==> config.mk <==
export PLATFORM = sky130hd
export DESIGN_NAME = countdown_timer
export DESIGN_NICKNAME = d
export VERILOG_FILES = /design/src/rtl/countdown_timer.sv
export SDC_FILE = /design/constraint.sdc
export NUM_CORES = 1
export LEC_CHECK = 0
export CELL_PAD_IN_SITES_DETAIL_PLACEMENT = 1
export CELL_PAD_IN_SITES_GLOBAL_PLACEMENT = 1
export CORE_MARGIN = 5
export CORE_UTILIZATION = 39
export CTS_CLUSTER_SIZE = 8
export DETAILED_ROUTE_END_ITERATION = 12
export GPL_TIMING_DRIVEN = 0
export PLACE_DENSITY_LB_ADDON = 0.1
export SYNTH_ARGS = -nofsm -noshare
export SYNTH_HDL_FRONTEND = slang
export SYNTH_SLANG_ARGS = --single-unit
==> constraint.sdc <==
create_clock -name Clock -period 2 [get_ports Clock]
set_input_delay 0.3 -clock Clock [delete_from_list [all_inputs] [get_ports Clock]]
set_output_delay 0.3 -clock Clock [all_outputs]
set_load 0.05 [all_outputs]
==> src/rtl/countdown_timer.sv <==
// Loadable 8-bit down-counter with tick prescaler, run/pause/done FSM and HEX1:HEX0 display.
// Define AUTO_RELOAD_EN for periodic mode (reload on terminal tick, one-cycle Done pulse).
module countdown_timer #(
  parameter int DIV = 1
) (
  input  logic       Clock,
  input  logic       Clear_b,
  input  logic       Load,
  input  logic [7:0] LoadValue,
  input  logic       Start,
  input  logic       Pause,
  output logic [7:0] CounterValue,
  output logic       Busy,
  output logic       Done,
  output logic [6:0] HEX0,
  output logic [6:0] HEX1
);

  localparam int PW = (DIV > 1) ? $clog2(DIV) : 1;
  localparam logic [PW-1:0] PRESC_LAST = PW'(DIV - 1);

  typedef enum logic [1:0] {IDLE, RUN, PAUSED, DONE} state_t;

  state_t          state;
  logic [7:0]      reload_value;
  logic [PW-1:0]   prescaler;
  logic            tick;
  logic [1:0][6:0] hex_digits;

  assign tick = (prescaler == PRESC_LAST);

  always_ff @(posedge Clock or negedge Clear_b) begin
    if (!Clear_b) begin
      state        <= IDLE;
      CounterValue <= 8'd0;
      reload_value <= 8'd0;
      prescaler    <= '0;
      Busy         <= 1'b0;
      Done         <= 1'b0;
    end else if (Load) begin
      state        <= IDLE;
      CounterValue <= LoadValue;
      reload_value <= LoadValue;
      prescaler    <= '0;
      Busy         <= 1'b0;
      Done         <= 1'b0;
    end else begin
`ifdef AUTO_RELOAD_EN
      Done <= 1'b0;
`endif
      case (state)
        IDLE: begin
          if (Start && CounterValue != 8'd0) begin
            state     <= RUN;
            prescaler <= '0;
            Busy      <= 1'b1;
          end
        end
        RUN: begin
          if (Pause) begin
            state <= PAUSED;
          end else if (tick) begin
            prescaler <= '0;
            // <= 1 rather than == 1 so the count can never wrap past zero
            if (CounterValue <= 8'd1) begin
`ifdef AUTO_RELOAD_EN
              CounterValue <= reload_value;
              Done         <= 1'b1;
`else
              CounterValue <= 8'd0;
              state        <= DONE;
              Done         <= 1'b1;
              Busy         <= 1'b0;
`endif
            end else begin
              CounterValue <= CounterValue - 8'd1;
            end
          end else begin
            prescaler <= prescaler + PW'(1);
          end
        end
        PAUSED: begin
          // prescaler deliberately kept so the interrupted tick period resumes
          if (Start && !Pause) state <= RUN;
        end
        DONE: begin
          if (Start && reload_value != 8'd0) begin
            state        <= RUN;
            CounterValue <= reload_value;
            prescaler    <= '0;
            Done         <= 1'b0;
            Busy         <= 1'b1;
          end
        end
      endcase
    end
  end

  function automatic logic [6:0] seg7(input logic [3:0] d);
    case (d)
      4'h0: seg7 = 7'b1000000;
      4'h1: seg7 = 7'b1111001;
      4'h2: seg7 = 7'b0100100;
      4'h3: seg7 = 7'b0110000;
      4'h4: seg7 = 7'b0011001;
      4'h5: seg7 = 7'b0010010;
      4'h6: seg7 = 7'b0000010;
      4'h7: seg7 = 7'b1111000;
      4'h8: seg7 = 7'b0000000;
      4'h9: seg7 = 7'b0010000;
      4'hA: seg7 = 7'b0001000;
      4'hB: seg7 = 7'b0000011;
      4'hC: seg7 = 7'b1000110;
      4'hD: seg7 = 7'b0100001;
      4'hE: seg7 = 7'b0000110;
      default: seg7 = 7'b0001110;
    endcase
  endfunction

  for (genvar gi = 0; gi < 2; gi++) begin : g_hex
    assign hex_digits[gi] = seg7(CounterValue[gi*4 +: 4]);
  end

  assign HEX0 = hex_digits[0];
  assign HEX1 = hex_digits[1];

endmodule

# Word level (Yosys, flattened, before mapping)
# Memory sizes are Yosys's and may differ from the RTL's.
# Index checks and enable logic that the tools add are counted.
[classes] multipliers=0 bitwise=0 n_mux=32 div_mod_pow=0 n_shift=0 n_addsub=2 n_reduce_logical=14 n_eq_ne=11 magnitude_cmp=1
[ops] op="8-bit two-way mux" n=5
[ops] op="3-bit != test, second input constant" n=6
[ops] op="8-bit case mux with 2 select lines" n=1
[ops] op="8-bit nonzero test" n=2
[ops] op="1-bit two-way mux" n=15
[ops] op="2-bit two-way mux" n=7
[ops] op="5-bit AND reduction" n=2
[ops] op="8-bit by 1-bit <= comparator with 1-bit output, second input constant" n=1
[ops] op="4-bit != test, second input constant" n=2
[ops] op="2-bit case mux with 4 select lines" n=1
[ops] op="4-bit AND reduction" n=2
[ops] op="8-bit by 1-bit subtractor with 8-bit output, second input constant" n=1
[ops] op="1-bit case mux with 3 select lines" n=2
[ops] op="6-bit AND reduction" n=1
[ops] op="2-bit equality test, second input constant" n=2
[ops] op="4-bit nonzero test" n=1
[ops] op="1-bit logical AND" n=3
[ops] op="3-bit nonzero test" n=1
[ops] op="2-bit by 1-bit equality test with 1-bit output, second input constant" n=1
[ops] op="2-bit zero test" n=1
[ops] op="1-bit case mux with 2 select lines" n=1
[ops] op="1-bit adder, second input constant" n=1
[ops] op="1-bit zero test" n=1
[word_totals] input_bits=13 ramBits=0 output_inout_bits=24 mem_count=2 latch_bits=0 register_bits=21 wordCells=68 rom_bits=224
[memory_table] memory="(name not given)" depth=16 width=7 read_ports=1 rd_clocked_by_memory_dff=0 write_ports=0 line="100" text="case (d)"
[memory_table] memory="(name not given)" depth=16 width=7 read_ports=1 rd_clocked_by_memory_dff=0 write_ports=0 line="100"

# Depth between registers and ports, before layout
[logic_depth] depth_word=6 ltp_mapped=7 mapped_depth_nobuf=6

# Least setup slack after synthesis
# OpenSTA, ideal clock, no wires.
[synth_path] kind="register to output" start="register CounterValue[0]" end="output HEX0[5]" arrival_ns=2.443 path_stages_with_launch=6 t_required_ns=1.700 path_buffers=0 path_slack_ns=-0.743 path_cell_list="dfrtp_1 inv_1 ha_1 inv_1 o21ai_0 o21ai_0"
[synth_between] elab_chain_len=1
[synth_rtl] element="start: declaration" line="12" text="output logic [7:0] CounterValue,"
[synth_rtl] element="start signal: assignment" line="42" text="CounterValue <= LoadValue;"
[synth_rtl] element="start signal: assignment" line="76" text="CounterValue <= CounterValue - 8'd1;"
[synth_rtl] element="start signal: assignment" line="89" text="CounterValue <= reload_value;"
[synth_rtl] element="memory 16 x 7 bit"
[synth_rtl] element="end: declaration" line="15" text="output logic [6:0] HEX0,"
# Every way passes these cells.

# Worst setup path after layout
[layout_path] start="register CounterValue[5]" end="register CounterValue[5]"
[layout_between] elab_chain_len=6 word_cells_on_any_way=7 classes_between="add/sub (1); order compare (1); mux (5)"
[layout_rtl] element="8-bit by 1-bit subtractor with 8-bit output or 8-bit by 1-bit <= comparator with 1-bit output (tied branches)" line="76, 65"
[layout_rtl] element="8-bit two-way mux (*)" line="65" text="if (CounterValue <= 8'd1) begin"
[layout_rtl] element="8-bit two-way mux (*)" line="62" text="end else if (tick) begin"
[layout_rtl] element="8-bit two-way mux (*)" line="60" text="if (Pause) begin"
[layout_rtl] element="8-bit case mux with 2 select lines (*)" line="51" text="case (state)"
[layout_rtl] element="8-bit two-way mux (*)" line="40" text="end else if (Load) begin"
# Mark *: on every way between the ends. The rest lies on a longest branch, timed or not. The select of a mux whose other input is x is not followed.
# A chain may end at the register's enable or synchronous reset.

==> results.txt <==
Final ANT Viol Nets = 0
compound-gate portion of the synthesized area = 25.8%
Final HPWL DP = 4.02 mm
Layout Area Growth over Synthesis = 51.0%
drt first pass iters = 7
vias in the first global route = 1872
Setup violations, final = 14
Routed wire per std cell = 22.3 um
Post-Layout Cell Count = 290
Setup CP Type = flop to flop
minimum clock period = 2.25 ns
Final Core Density = 60.6%
Post-synth ARST share = 100%
register area share after synthesis = 28.6%
final wirelength = 6.47 mm
# fillers = 465
Leak = 1.07 nW
first-pass GRT wire length = 9.48 mm
top cells by area, synth = dfrtp_1 (29%), ha_1 (8.6%), mux2i_1 (5.2%)
Worst-Margin Slew = 0.992 ns
DP Cell Count = 268
Die Span Y = 76.9 um
failing checks = negative setup slack
top cells by count, synth = dfrtp_1 (20), inv_1 (13), ha_1 (12)
Layout Skew = 0.00738 ns
vias = 1784
IO Port Bufs = 35
synth unique cells = 54
TritonCTS clock tree = done
Power Density = 1900 mW/mm2
RePlAce Congestion = 0.815
Syn Area/Cell = 9.66 um2
Final WS setup = -0.252 ns
Critical Path Sink Type = flop
Slew HR = 33.7%
Initial Util = 40.1%
VDD IR max = 1.08 mV
CP required = 2.12 ns
most frequent cell after synthesis = dfrtp_1
post-synth top area share = 28.6%
Total GRT Usage = 19.2%
Syn. warnings = 0
largest net degree at the start of global routing = 21
CTS root buf = clkbuf_8
via/cell ratio = 6.15
cell area after synthesis = 0.00175 mm2
flops & latches, synth = 20
HP Class = input port to asynchronous set/reset pin
Post-Synth Adder-Cell Area = 8.59%
Post-synth EDFFs = 0
ratio of cells with drive above 1 in the final layout = 48.7%
xor/xnor share of the synthesized area = 0%
combinational family with the most area after synthesis = compound AO/OA/AOI/OAI gates
Final Hold Fails = 0
Antenna Cells = 0
Final Cycle Share = 113%
status = finished with violations
max-slew violations = 0
clock insertion delay at the later pin of the skew report = 0.27 ns
max_cap viols = 0
Worst Path Arrival = 2.38 ns
TritonCTS buffer count = 3
simple-gate area share of the yosys netlist = 18.6%
io pins = 37
post-synthesis mux area share = 11.6%
DRT iter0 DRCs = 158
die area = 0.00592 mm2
initial antenna violation count = 0
GRT Residual Overflow = 0
CTS Sinks = 20
crit start category = flop
Die W = 76.9 um
Synth area leader = dfrtp_1
clock buffer depth = 2
H-tree levels = 1
CP max FO = 9
unrepaired setup endpoints after global routing = true
Post-Syn Instances = 181
syn_nets = 206
# rows = 24
Post-route DRC = 0
Clock Pin Slew Worst Setup and Hold Paths = 0.09 ns
Synth Flop Type = dfrtp_1
fin nets = 264
Place WS = -0.608 ns
core area = 0.00435 mm2
fmax = 444 MHz
-- layer usage --
layer	global-route usage (%)	up-vias	part of all wire, %
met1	24.6	897	42
li1	-	818	-
met2	34.1	61	53
met5	0	-	0
met3	3.28	8	4.6
met4	2.62	0	0.99
-- worst max-delay path, cell delays in order (launching register included) --
cell	delay (ns)
dfrtp_2	0.40
clkinvlp_4	0.15
buf_6	0.15
ha_2	0.17
buf_6	0.14
nor4b_4	0.33
a211oi_4	0.07
buf_12	0.15
a222oi_1	0.35
o22ai_1	0.19
-- area by class of cell --
cell class | count | area [um2] | share of cell area, %
multi-input combinational | 135 | 1350 | 51.1
sequential | 20 | 510 | 19.3
timing repair buffer | 53 | 498 | 18.9
buffer | 12 | 76.3 | 2.89
inverter | 14 | 70.1 | 2.66
tap | 52 | 65.1 | 2.47
clock buffer | 3 | 41.3 | 1.56
clock inverter | 1 | 30.0 | 1.14
-- what timing repair did --
item | 4_1_cts | 5_1_grt
resized for setup | 107 | 25
setup buffers | 9 | 10
endpoints found under the setup margin | 24 | 24
pin swaps | 6 | 20
hold buffers | 0 | 0
-- power breakdown --
| part | switching, mW | total, mW | leakage [nW] | internal (mW) |
|---|---|---|---|---|
| logic | 2.42 | 3.92 | 0.795 | 1.50 |
| registers | 0.164 | 0.679 | 0.234 | 0.515 |
| clock network | 0.155 | 0.422 | 0.0357 | 0.267 |
-- registers in the layout (all words and copies together) (netlist names) --
register	count
CounterValue	8
reload_value	8
state	2
Busy	1
Done	1
-- per-stage QoR --
step / total power, mW / hold slack (ns) / instance area, um2 / TNS [ns]
after global routing: 5.25 / 0.570 / 2640 / -2.69
after floorplan: 3.04 / 0.00441 / 1870 / -1.20
final: 5.02 / 0.565 / 2640 / -1.57
after CTS: 4.62 / 0.543 / 2490 / -0.867
after global placement: 3.88 / 0.546 / 2290 / -6.99
after detailed placement: 3.96 / 0.548 / 2290 / -7.87
-- kinds of logic (layout without fill, tap and decap cells) --
group	count (synthesis)	after routing
buffers and inverters	26	83
adders and majority gates	12	12
and+or+nand+nor	48	48
muxes	18	18
DFF	20	20
AOI/OAI and AO/OA	57	57
-- path summary, 6_finish.rpt --
kind                                      start  slack (ns)              end  cells past startpoint
worst max-delay path            CounterValue[5]       -0.25  CounterValue[5]                      9
worst min-delay path                    Clear_b        0.57         state[0]                      1
worst max register to register  CounterValue[5]       -0.25  CounterValue[5]                      9
worst min register to register  reload_value[1]        0.57  reload_value[1]                      1
max in group asynchronous               Clear_b        0.75  CounterValue[0]                      1
min in group Clock                         Load        0.57             Done                      4
-- layout by cell type, fill, tap and decap left out, types with 6 or more instances in the layout --
cell              n
a222oi_1          6
mux2i_1           8
clkdlybuf4s50_1  21
dfrtp_1          12
mux2_2            8
o21ai_2           6
buf_6            10
nand2_1           7
clkbuf_4          6
inv_1             7
buf_2             7
nand3_1           6
ha_1              6
buf_4            17
dfrtp_2           8
Note: power is estimated with default switching activity, not from simulation.
